**config.mk**
```make
export PLATFORM = sky130hd
export DESIGN_NAME = imem_fetch_arbiter
export DESIGN_NICKNAME = d
export VERILOG_FILES = /design/src/rtl/imem_fetch_arbiter.sv
export SDC_FILE = /design/constraint.sdc
export NUM_CORES = 1
export LEC_CHECK = 0
export ABC_AREA = 1
export BUFFER_PORTS_ARGS = -buffer_cell sky130_fd_sc_hd__buf_4
export CAP_MARGIN = 20
export CORE_MARGIN = 5
export CORE_UTILIZATION = 48
export CTS_BUF_LIST = sky130_fd_sc_hd__clkbuf_8
export DETAILED_ROUTE_END_ITERATION = 8
export GPL_ROUTABILITY_DRIVEN = 0
export MAX_ROUTING_LAYER = met4
export PLACE_DENSITY = 0.9
export SLEW_MARGIN = 5
export SYNTH_ARGS = -nofsm -noshare
export SYNTH_HDL_FRONTEND = slang
export SYNTH_SLANG_ARGS = --single-unit
```
**constraint.sdc**
```tcl
create_clock -name clk -period 6.03 [get_ports clk]
set_input_delay 0 -clock clk [delete_from_list [all_inputs] [get_ports clk]]
set_output_delay 0 -clock clk [all_outputs]
set_load 0.02 [all_outputs]
```
**src/rtl/imem_fetch_arbiter.sv**
```systemverilog
// imem_fetch_arbiter: shares one sync-read instruction memory between the loader and NUM_CORES fetch ports.
// Optional build macro IMEM_RELOAD_EN: dropping load_done while running returns the block to the load phase.
`default_nettype none

module imem_fetch_arbiter #(
  parameter int NUM_CORES = 4,
  parameter int ADDR_W    = 8,
  parameter int DATA_W    = 24
) (
  input  logic                        clk,
  input  logic                        reset,
  input  logic                        load_we,
  input  logic [ADDR_W-1:0]           load_addr,
  input  logic [DATA_W-1:0]           load_data,
  input  logic                        load_done,
  input  logic [NUM_CORES-1:0]        req,
  input  logic [NUM_CORES*ADDR_W-1:0] req_addr,
  output logic [NUM_CORES-1:0]        gnt,
  output logic [NUM_CORES-1:0]        rvalid,
  output logic [DATA_W-1:0]           rdata,
  output logic                        mem_we,
  output logic                        mem_re,
  output logic [ADDR_W-1:0]           mem_addr,
  output logic [DATA_W-1:0]           mem_wdata,
  input  logic [DATA_W-1:0]           mem_rdata,
  output logic                        loading
);

  localparam int PTR_W = $clog2(NUM_CORES);
  localparam logic [PTR_W-1:0] LAST_CORE = PTR_W'(NUM_CORES - 1);

  typedef enum logic [0:0] {
    S_LOAD = 1'b0,
    S_RUN  = 1'b1
  } state_t;

  state_t                 state_q;
  logic [PTR_W-1:0]       ptr_q;
  logic [NUM_CORES-1:0]   gnt_q;
  logic [NUM_CORES-1:0]   rvalid_q;
  logic                   mem_re_q;
  logic [ADDR_W-1:0]      faddr_q;

  logic [NUM_CORES-1:0]   eligible;
  logic                   any_elig;
  logic [PTR_W-1:0]       winner_idx;
  logic [NUM_CORES-1:0]   winner_oh;
  logic [ADDR_W-1:0]      winner_addr;
  logic [PTR_W-1:0]       ptr_d;
  int                     scan_idx;

  // A core granted this cycle is masked so it cannot win again while it drops req.
  assign eligible = req & ~gnt_q;

  always_comb begin
    any_elig    = 1'b0;
    winner_idx  = '0;
    winner_oh   = '0;
    winner_addr = '0;
    scan_idx    = 0;
    for (int k = 0; k < NUM_CORES; k++) begin
      scan_idx = int'(ptr_q) + k;
      if (scan_idx >= NUM_CORES) scan_idx = scan_idx - NUM_CORES;
      if (!any_elig && eligible[scan_idx]) begin
        any_elig              = 1'b1;
        winner_idx            = PTR_W'(scan_idx);
        winner_oh[scan_idx]   = 1'b1;
        winner_addr           = req_addr[scan_idx*ADDR_W +: ADDR_W];
      end
    end
  end

  assign ptr_d = (winner_idx == LAST_CORE) ? '0 : winner_idx + 1'b1;

  always_ff @(posedge clk or posedge reset) begin
    if (reset) begin
      state_q  <= S_LOAD;
      ptr_q    <= '0;
      gnt_q    <= '0;
      rvalid_q <= '0;
      mem_re_q <= 1'b0;
      faddr_q  <= '0;
    end else begin
      rvalid_q <= gnt_q;
      case (state_q)
        S_LOAD: begin
          gnt_q    <= '0;
          mem_re_q <= 1'b0;
          if (load_done) state_q <= S_RUN;
        end
        S_RUN: begin
`ifdef IMEM_RELOAD_EN
          if (!load_done) begin
            state_q  <= S_LOAD;
            gnt_q    <= '0;
            mem_re_q <= 1'b0;
            ptr_q    <= '0;
          end else
`endif
          if (any_elig) begin
            gnt_q    <= winner_oh;
            mem_re_q <= 1'b1;
            faddr_q  <= winner_addr;
            ptr_q    <= ptr_d;
          end else begin
            gnt_q    <= '0;
            mem_re_q <= 1'b0;
          end
        end
        default: state_q <= S_LOAD;
      endcase
    end
  end

  assign loading   = (state_q == S_LOAD);
  assign gnt       = gnt_q;
  assign rvalid    = rvalid_q;
  assign rdata     = mem_rdata;
  assign mem_re    = mem_re_q;
  // The loader keeps write enable high after its last store, so it is cut off in RUN.
  assign mem_we    = loading ? load_we : 1'b0;
  assign mem_addr  = loading ? load_addr : faddr_q;
  assign mem_wdata = load_data;

endmodule

`default_nettype wire

```
* Word-level counts from Yosys, hierarchy flattened *
Cells that the tools add are included.

storage, ports and cells
  memory bits (writable) = 0
  flip-flop bits (word level) = 20
  ROM bits = 0
  bits in latches = 0
  memories kept = 0
  input port bits = 96
  word-level logic and storage cells = 97
  output and inout bits = 67

operators by class
  $lt $le $gt $ge = 12
  reductions and logical operators = 11
  shift-type cells = 4
  divide/modulo/power cells = 0
  eq/ne operators = 1
  multiply operators = 0
  bitwise operators = 6
  add/sub/neg operators = 8
  multiplexer cells = 49

operator list
  kind                                                                                   number
  32-bit by 1-bit greater-or-equal comparator with 1-bit output (second input constant)  4
  32-bit by 4-bit < comparator with 1-bit output (second input constant)                 4
  32-bit two-way mux                                                                     4
  32-bit by 32-bit variable part select with 8-bit output                                4
  8-bit two-way mux                                                                      5
  1-bit two-way mux                                                                      20
  4-bit two-way mux                                                                      5
  4-bit bitwise OR                                                                       3
  3-bit by 3-bit subtractor with 4-bit output (second input constant)                    3
  2-bit two-way mux                                                                      5
  3-bit greater-or-equal comparator (second input constant)                              3
  1-bit binary-select mux with 2-bit select                                              4
  1-bit demux with 2-bit select                                                          4
  4-bit one-hot mux with 2 select lines                                                  1
  1-bit logical AND                                                                      7
  2-bit by 2-bit adder with 3-bit output (second input constant)                         2
  4-bit bitwise AND                                                                      1
  4-bit inverter                                                                         1
  2-bit by 3-bit subtractor with 4-bit output (second input constant)                    1
  2-bit by 1-bit adder with 3-bit output (second input constant)                         1
  2-bit by 3-bit greater-or-equal comparator with 1-bit output (second input constant)   1
  1-bit logical NOT                                                                      3
  2-bit by 1-bit adder with 2-bit output (second input constant)                         1
  2-bit equality test (second input constant)                                            1
  3 further kinds                                                                        3

* Logic depth before layout (Yosys ltp) *
Gate-level depths: netlist of run 1.

  word-level depth = 17
  gate-level depth with buffers = 18
  mapped depth without buffers = 14

* Worst setup path before layout of run 1 *
OpenSTA, ideal clock, no wires.

  path type = register to register
  start = register ptr_q[1]
  end = register ptr_q[1]
  path slack = 3439 ps
  buffers on the path = 4
  cell stages (with the launch flop) = 17
  data arrival time = 2473 ps
  data required time = 5913 ps
  period minus slack after synthesis = 2591 ps
  setup time = 117 ps
  cell sequence = dfrtp_1 -> buf_2 -> inv_2 -> buf_2 -> buf_1 -> ha_1 -> buf_2 -> inv_1 -> nand3_2 -> nand2_2 -> nand3_2 -> nand2_1 -> nand3_1 -> nand2_1 -> nand3_1 -> nand3_1 -> nand2_1

on the way
  word-level cells in the longest chain between the ends = 17
  elaborated cells between the ends (all ways) = 45
  classes of those cells = add/sub: 8; order compare: 4; eq/ne: 1; mux: 25; reduce/logical: 7

ends and longest elaborated chain
  item                                                                                  line  source
  start: declaration                                                                    38    logic [PTR_W-1:0] ptr_q;
  start signal: assignment                                                              104   ptr_q <= ptr_d;
  branches (longest 17 deep; another with 3-bit by 3-bit subtractor with 4-bit output)  -

Parallel ways; which one is timed is not known. The select of a mux whose other input is x is not followed.
A chain may end at the register's enable or synchronous reset.

* Worst setup path after layout of run 1 *
  start = register ptr_q[1]
  end = register faddr_q[7]

on the way
  word-level cells in the longest chain between the ends = 16
  elaborated cells between the ends (all ways) = 46
  classes of those cells = add/sub: 7; order compare: 4; shift: 4; mux: 24; reduce/logical: 7

ends and longest elaborated chain
  item                                                                                  line  source
  branches (longest 16 deep; another with 3-bit by 3-bit subtractor with 4-bit output)  -
  end signal: assignment                                                                103   faddr_q <= winner_addr;
  end: declaration                                                                      42    logic [ADDR_W-1:0] faddr_q;

Parallel ways; which one is timed is not known. The select of a mux whose other input is x is not followed.

==> metrics, run 1 <==
result of the run=complete, no violations; final cell count without fillers=~460; Worst EP arrival=3880 ps; PostCTS Resize Cnt=0; top-level I/O count=about 160; final total negative setup slack=0 ps; compound-gate portion of the synthesized area=around 17%; Reg2Reg Capture Point=faddr_q[7]; worst clock skew=7.34 ps; fraction of the mapped netlist area in adder cells=3.41%; largest family of logic cells by synthesized area=simple AND/OR/NAND/NOR gates; Reg2Reg Launch Point=ptr_q[1]; TritonCTS clock tree=done; vias after detailed routing=2560; Core ar.=5140 sq um; growth of design area from synthesis to finish=7.45%; Synth Net Count=490; count of input and output buffers=66; FMAX=272 MHz; antenna diode count=0; Critical Path Slowest Stage Cell=sky130_fd_sc_hd__dfrtp_1; fraction of layout cells with a size suffix above 1=24.8%; Seq cells post-synth=20; shortest period the worst path allows=3670 ps; Pins Over Slew Limit=0; overall power consumption=around 0.0017 W; aggregate global-route resource usage=18.2%; Critical Path Start=ptr_q[1]; commonest cells after routing, fill and taps aside=124 x sky130_fd_sc_hd__nand2_1, 66 x sky130_fd_sc_hd__buf_4, 30 x sky130_fd_sc_hd__o21ai_0; number of synthesis warnings=0; total standard cell area after synthesis=2570 sq um; number of cells on the worst reg-to-reg path=12; mean area per synthesized cell=6.64 sq um; number of maximum-capacitance violations=0; relative slew slack=30.7%; initial standard-cell utilization of the core=around 50%; number of instances in the synthesized netlist=about 390; cell leakage power=between 1 and 1.5 nW; number of placement rows=26; cell count along the critical path=12; final number of setup-violating endpoints=0; Post-route DRC=0; CP bufs+invs=3; transition time at the pin with the least slew margin=1040 ps; biggest cell delay along the critical path=830 ps; first-pass GRT wire length=10500 um; placed cell count=~460; Setup Crit Path Kind=flop to flop; H-tree depth reported by CTS=1; total half-perimeter wirelength after legalization and detailed placement=5000 um; number of distinct library cells after synthesis=33; peak supply drop=roughly 0.26 mV; vias per cell=5.55; register area share after synthesis=19.5%; source-to-sink clock delay at the later pin of the worst-skew pair=270 ps; CTS Sinks=20; XOR/XNOR share of the synthesized area=0%; die width=83.2 um; clock transition at the registers of the reported paths=70 ps; end of the critical path=faddr_q[7]; root buffer cell=sky130_fd_sc_hd__clkbuf_8; element type at the critical path end=flop; Filler cells=503; antenna violations before repair=0; power per cell area=599 nW/um^2; share of the cycle needed by the critical path after routing=60.9%; worst-case register-to-register setup slack=2360 ps; final antenna-violating net count=0; path category of the worst min-delay check=input pin to output pin; dpl cell area=2670 sq um; clock buffer depth=2; die height=83.2 um; nets=495; 1st-pass router iterations=5; worst hold margin=~0.0065 ps; Synth Area in Simple Gates=31.2%; ordered cell list for the critical path=inv_2 > ha_1 > inv_1 > nand3_2 > nand2_2 > nand2_2 > nor2_2 > a21oi_4 > inv_2 > a21oi_1 > o21ai_1 > nand2_1; number of hold violations in the final report=0; floorplan die area=6920 sq um; Crit path required time=6240 ps; post-route design area=2760 sq um; most common cell after layout, fill and taps aside=sky130_fd_sc_hd__nand2_1; share of synthesized area spent on multiplexers=5.84%; number of global-route vias before repair=approximately 2.3k; number of buffers created by CTS=3; routed len/inst=14.4 um; Crit Path Max Fanout=23; total routed wirelength=around 6600 um; kind of start point of the critical path=flop; kind of cell with the highest combined delay on the critical path=buffers and inverters; maximum number of pins on one net before global-route repair=57; grt total ovfl=0; starting DRC count in detailed routing=287; unrepaired setup endpoints after global routing=false
[Yosys cell counts, drive strengths merged]
| cell | count | area [sq um] |
|---|---|---|
| mux2i | 15 | 150 |
| clkinv | 1 | 3.75 |
| a21oi | 15 | 86.3 |
| clkbuf | 5 | 18.8 |
| nor2 | 15 | 61.3 |
| nand2 | 129 | 502 |
| a31oi | 7 | 43.8 |
| ha | 7 | 87.6 |
| or2 | 1 | 6.26 |
| inv | 29 | 114 |
| o22ai | 7 | 43.8 |
| o211ai | 4 | 30.0 |
| o221ai | 1 | 8.76 |
| buf | 63 | 465 |
| nand4 | 3 | 33.8 |
| nand3 | 27 | 198 |
| o21ai | 31 | 155 |
| o2111ai | 7 | 61.3 |
| dfrtp | 20 | 500 |
[state kept, by name, summed over array words and instances, names as in the netlist]
signal and cells:
faddr_q 8, gnt 4, state_q 1, ptr_q 2, mem_re 1, rvalid 4
[worst register-to-register path, delay by kind of cell (launching register included)]
| kind | cells | cell delay (ps) |
|---|---|---|
| compound gates | 3 | 620 |
| fa+ha+maj | 1 | 720 |
| buf+inv | 3 | 950 |
| flops | 1 | 830 |
| simple gates | 5 | 510 |
[per-stage QoR]
step / utilization, % / setup WS [ps]
2_1_floorplan: - / 3440
3_3_place_gp: 51.9 / 2610
3_5_place_dp: 51.9 / 2440
4_1_cts: 53.7 / 2410
5_1_grt: 53.7 / 2030
6_report: 53.7 / 2360
[cell families (layout without fill, tap and decap cells)]
logic type / after synthesis / after routing
simple gates: 175 / 175
mux: 15 / 15
fa+ha+maj: 7 / 7
buf+inv: 98 / 102
flops: 20 / 20
compound gates: 72 / 72
[layer usage]
layer / vias to the layer above / track usage, % / wire, um
met5: - / - / 0
met4: 0 / 4.61 / 180
met3: 30 / 4.06 / 661
met2: 157 / 30.6 / 3140
met1: 1141 / 22.0 / 2660
li1: 1232 / - / -
[worst min path at each step]
stage / from / end / slack [ps] / cells past startpoint
6_report: load_data[0] / mem_wdata[0] / 0.007 / 0
5_1_grt: load_data[0] / mem_wdata[0] / 0.03 / 0
4_1_cts: load_data[13] / mem_wdata[13] / 0.1 / 0
3_5_place_dp: load_data[13] / mem_wdata[13] / 0.1 / 0
3_3_place_gp: load_data[13] / mem_wdata[13] / 0.1 / 0
2_1_floorplan: reset / faddr_q[0] / -40 / 1
[layout make-up]
type | instances | area (sq um) | share of cell area [%]
inverters | 30 | 118 | 4.26
flip-flops and latches | 20 | 502 | 18.2
clock buffers | 3 | 41.3 | 1.50
clock inverters | 1 | 30.0 | 1.09
multi-input cells | 269 | 1470 | 53.1
repair buffers | 68 | 515 | 18.7
well taps | 70 | 87.6 | 3.17
[what timing repair did]
action / 4_1_cts / 5_1_grt
hold endpoints to repair: 21 / 0
hold buffers: 2 / 0
setup buffers: 0 / 0
[power breakdown]
| part | switching [W] | leakage [nW] | internal [W] |
|---|---|---|---|
| logic | 0.000775 | 1.16 | 0.000437 |
| clock network | 0.0000464 | 0.0357 | 0.0000887 |
| registers | 0.000108 | 0.242 | 0.000198 |
No activity file was read; power rests on OpenSTA's default activity.
==> run 2, diff against run 1 <==
--- a/config.mk
+++ b/config.mk
@@ -9,12 +9,12 @@
 export BUFFER_PORTS_ARGS = -buffer_cell sky130_fd_sc_hd__buf_4
 export CAP_MARGIN = 20
 export CORE_MARGIN = 5
-export CORE_UTILIZATION = 48
+export CORE_UTILIZATION = 45
 export CTS_BUF_LIST = sky130_fd_sc_hd__clkbuf_8
 export DETAILED_ROUTE_END_ITERATION = 8
 export GPL_ROUTABILITY_DRIVEN = 0
 export MAX_ROUTING_LAYER = met4
-export PLACE_DENSITY = 0.9
+export PLACE_DENSITY = 0.85
 export SLEW_MARGIN = 5
 export SYNTH_ARGS = -nofsm -noshare
 export SYNTH_HDL_FRONTEND = slang
==> constraint.sdc (replaced) <==
create_clock -name clk -period 3.59 [get_ports clk]
set_input_delay 0 -clock clk [delete_from_list [all_inputs] [get_ports clk]]
set_output_delay 0 -clock clk [all_outputs]
set_load 0.02 [all_outputs]
==> run 2 against run 1 <==
  * Register-to-register slack got worse by 1200 ps
  * Utilization fell by 3.3 points
  * Routed wire length rose by 2.9%
  * Critical path depth is the same
  * Flip-flop and latch count stayed put
  * Combinational power increased by 83%
  * Die area rose by 5.9%
  * Critical endpoint unchanged
  * First-iteration DRC count fell by 41%
  * Non-clock buffer count grew 4
  * Hold slack barely moved
  * Worst setup slack got worse by 1200 ps
  * Total power is 71% higher
==> metrics, run 2 (synthesis results as in run 1) <==
result of the run=complete, no violations; fraction of layout cells with a size suffix above 1=25.6% (+0.76 points); cell leakage power=1.46 nW (+1.3%); register name with the most flops=faddr_q; Crit path required time=3790 ps (-2450 ps); Critical Path Most Common Cell=sky130_fd_sc_hd__nand2_2; power per cell area=1010 nW/um^2 (+69%); 1st-pass router iterations=5 (unchanged); maximum number of pins on one net before global-route repair=56 (-1.8%); path category of the worst min-delay check=input pin to output pin; top-level I/O count=163 (unchanged); source-to-sink clock delay at the later pin of the worst-skew pair=260 ps (about the same); number of placement rows=27 (+3.8%); root buffer cell=sky130_fd_sc_hd__clkbuf_8; total routed wirelength=6840 um (+2.9%); biggest cell delay along the critical path=610 ps (-220 ps); antenna diode count=0 (unchanged); initial standard-cell utilization of the core=46.4% (-3.6 points); nets=499 (+0.81%); TritonCTS clock tree=done; vias per cell=5.50 (-0.94%); ordered cell list for the critical path=inv_6 > ha_1 > inv_1 > nand3_2 > nand2_2 > nand2_2 > nor2_2 > a21oi_4 > inv_2 > a21oi_1 > o21ai_1 > nand2_1; grt total ovfl=0 (unchanged); number of buffers inserted by post-CTS setup repair=0 (unchanged); clock transition at the registers of the reported paths=70 ps (about the same); commonest cells after routing, fill and taps aside=124 x sky130_fd_sc_hd__nand2_1, 70 x sky130_fd_sc_hd__buf_4, 30 x sky130_fd_sc_hd__o21ai_0; antenna violations before repair=0 (unchanged); Post-Place Worst Slack=1150 ps (-1290 ps); first-pass GRT wire length=11200 um (+6.4%); final number of setup-violating endpoints=0 (unchanged); FMAX=404 MHz (+48%); die width=85.6 um (+2.9%); Setup Crit Path Kind=flop to flop; number of global-route vias before repair=2506 (+9.1%); flip-flop count of the largest register, all copies and words added=8 (unchanged); relative slew slack=51.4% (+21 points); Post-route DRC=0 (unchanged); number of buffers created by CTS=3 (unchanged); number of maximum-capacitance violations=0 (unchanged); floorplan die area=7320 sq um (+5.9%); element type at the critical path end=flop; CTS Sinks=20 (unchanged); worst clock skew=2.89 ps (-4.46 ps); growth of design area from synthesis to finish=8.71%; starting DRC count in detailed routing=169 (-41%); multi-input logic area=1470 sq um (unchanged); Filler cells=585 (+16%); share of the cycle needed by the critical path after routing=69.0% (+8.1 points); Worst EP arrival=2680 ps (-1200 ps); Critical Path Slowest Stage Cell=sky130_fd_sc_hd__ha_1; Crit Path Max Fanout=17 (-26%); shortest period the worst path allows=2480 ps (-1200 ps); final antenna-violating net count=0 (unchanged); unrepaired setup endpoints after global routing=false; aggregate global-route resource usage=18.9% (+0.76 points); vias after detailed routing=2569 (+0.35%); final worst slack=1110 ps (-1240 ps); total half-perimeter wirelength after legalization and detailed placement=5350 um (+6.9%); count of input and output buffers=66 (unchanged); most common cell after layout, fill and taps aside=sky130_fd_sc_hd__nand2_1; Core ar.=5540 sq um (+7.8%); number of hold violations in the final report=0 (unchanged); H-tree depth reported by CTS=1 (unchanged); Pins Over Slew Limit=0 (unchanged); area occupied by registers=502 sq um (unchanged); transition time at the pin with the least slew margin=728 ps (-311 ps); final total negative setup slack=0 ps (unchanged); clock buffer depth=2 (unchanged); kind of start point of the critical path=flop; routed len/inst=14.6 um (+1.6%); die height=85.6 um (+2.9%); peak supply drop=0.499 mV (+89%)
run 2: final cells by class:
cell class	instances	area share (%)
Sequential cell	20	18.0
Tap cell	72	3.22
Clock inverter	1	1.07
Multi-Input combinational cell	269	52.5
Clock buffer	3	1.48
Inverter	30	4.21
Timing Repair Buffer	72	19.5
run 2: path summary, 6_finish.rpt:
kind / end / slack, ps / start / cells past startpoint
max in group asynchronous: ptr_q[0] / 2670 / reset / 3
max: faddr_q[7] / 1110 / ptr_q[0] / 12
min reg2reg: rvalid[0] / 410 / gnt[0] / 0
min: rdata[9] / 0.008 / mem_rdata[9] / 0
min in group asynchronous: rvalid[1] / 420 / reset / 3
max reg2reg: faddr_q[7] / 1110 / ptr_q[0] / 12
run 2: power breakdown:
part | internal (W) | leakage, nW | total [W] | switching, W
combinational | 0.000766 | 1.18 | 0.00221 | 0.00145
clock | 0.000149 | 0.0357 | 0.000223 | 0.0000741
sequential | 0.000336 | 0.242 | 0.000391 | 0.0000545
total | 0.00125 | 1.46 | 0.00283 | 0.00158
run 2: worst max-delay path, delay by kind of cell (launching register included):
kind / cells / cell delay, ps
AOI/OAI and AO/OA: 3 / 610
adders and majority gates: 1 / 610
and+or+nand+nor: 5 / 410
DFF: 1 / 400
buffers and inverters: 3 / 370
run 2: routing by layer:
metal	global-route usage [%]	wire length, um	up-vias
met5	-	0	-
met4	6.47	193	0
met3	4.51	623	36
met2	34.0	3470	116
met1	20.3	2550	1170
li1	-	-	1247
run 2: through the flow:
step	hold WS, ps	cell area, sq um	total power [W]	utilization, %	std cells
floorplan	-36.2	2570	0.00219	-	387
global placement	0.137	2700	0.00251	48.8	461
detailed placement	0.137	2700	0.00258	48.8	461
CTS	0.137	2790	0.00281	50.4	467
global route	0.0305	2790	0.00311	50.4	467
finish	0.00777	2790	0.00283	50.4	467
run 2: repair_timing:
| action | in CTS | in global routing |
|---|---|---|
| resized for setup | 0 | 0 |
| hold buffers | 2 | 0 |
| hold endpoints to repair | 21 | 0 |
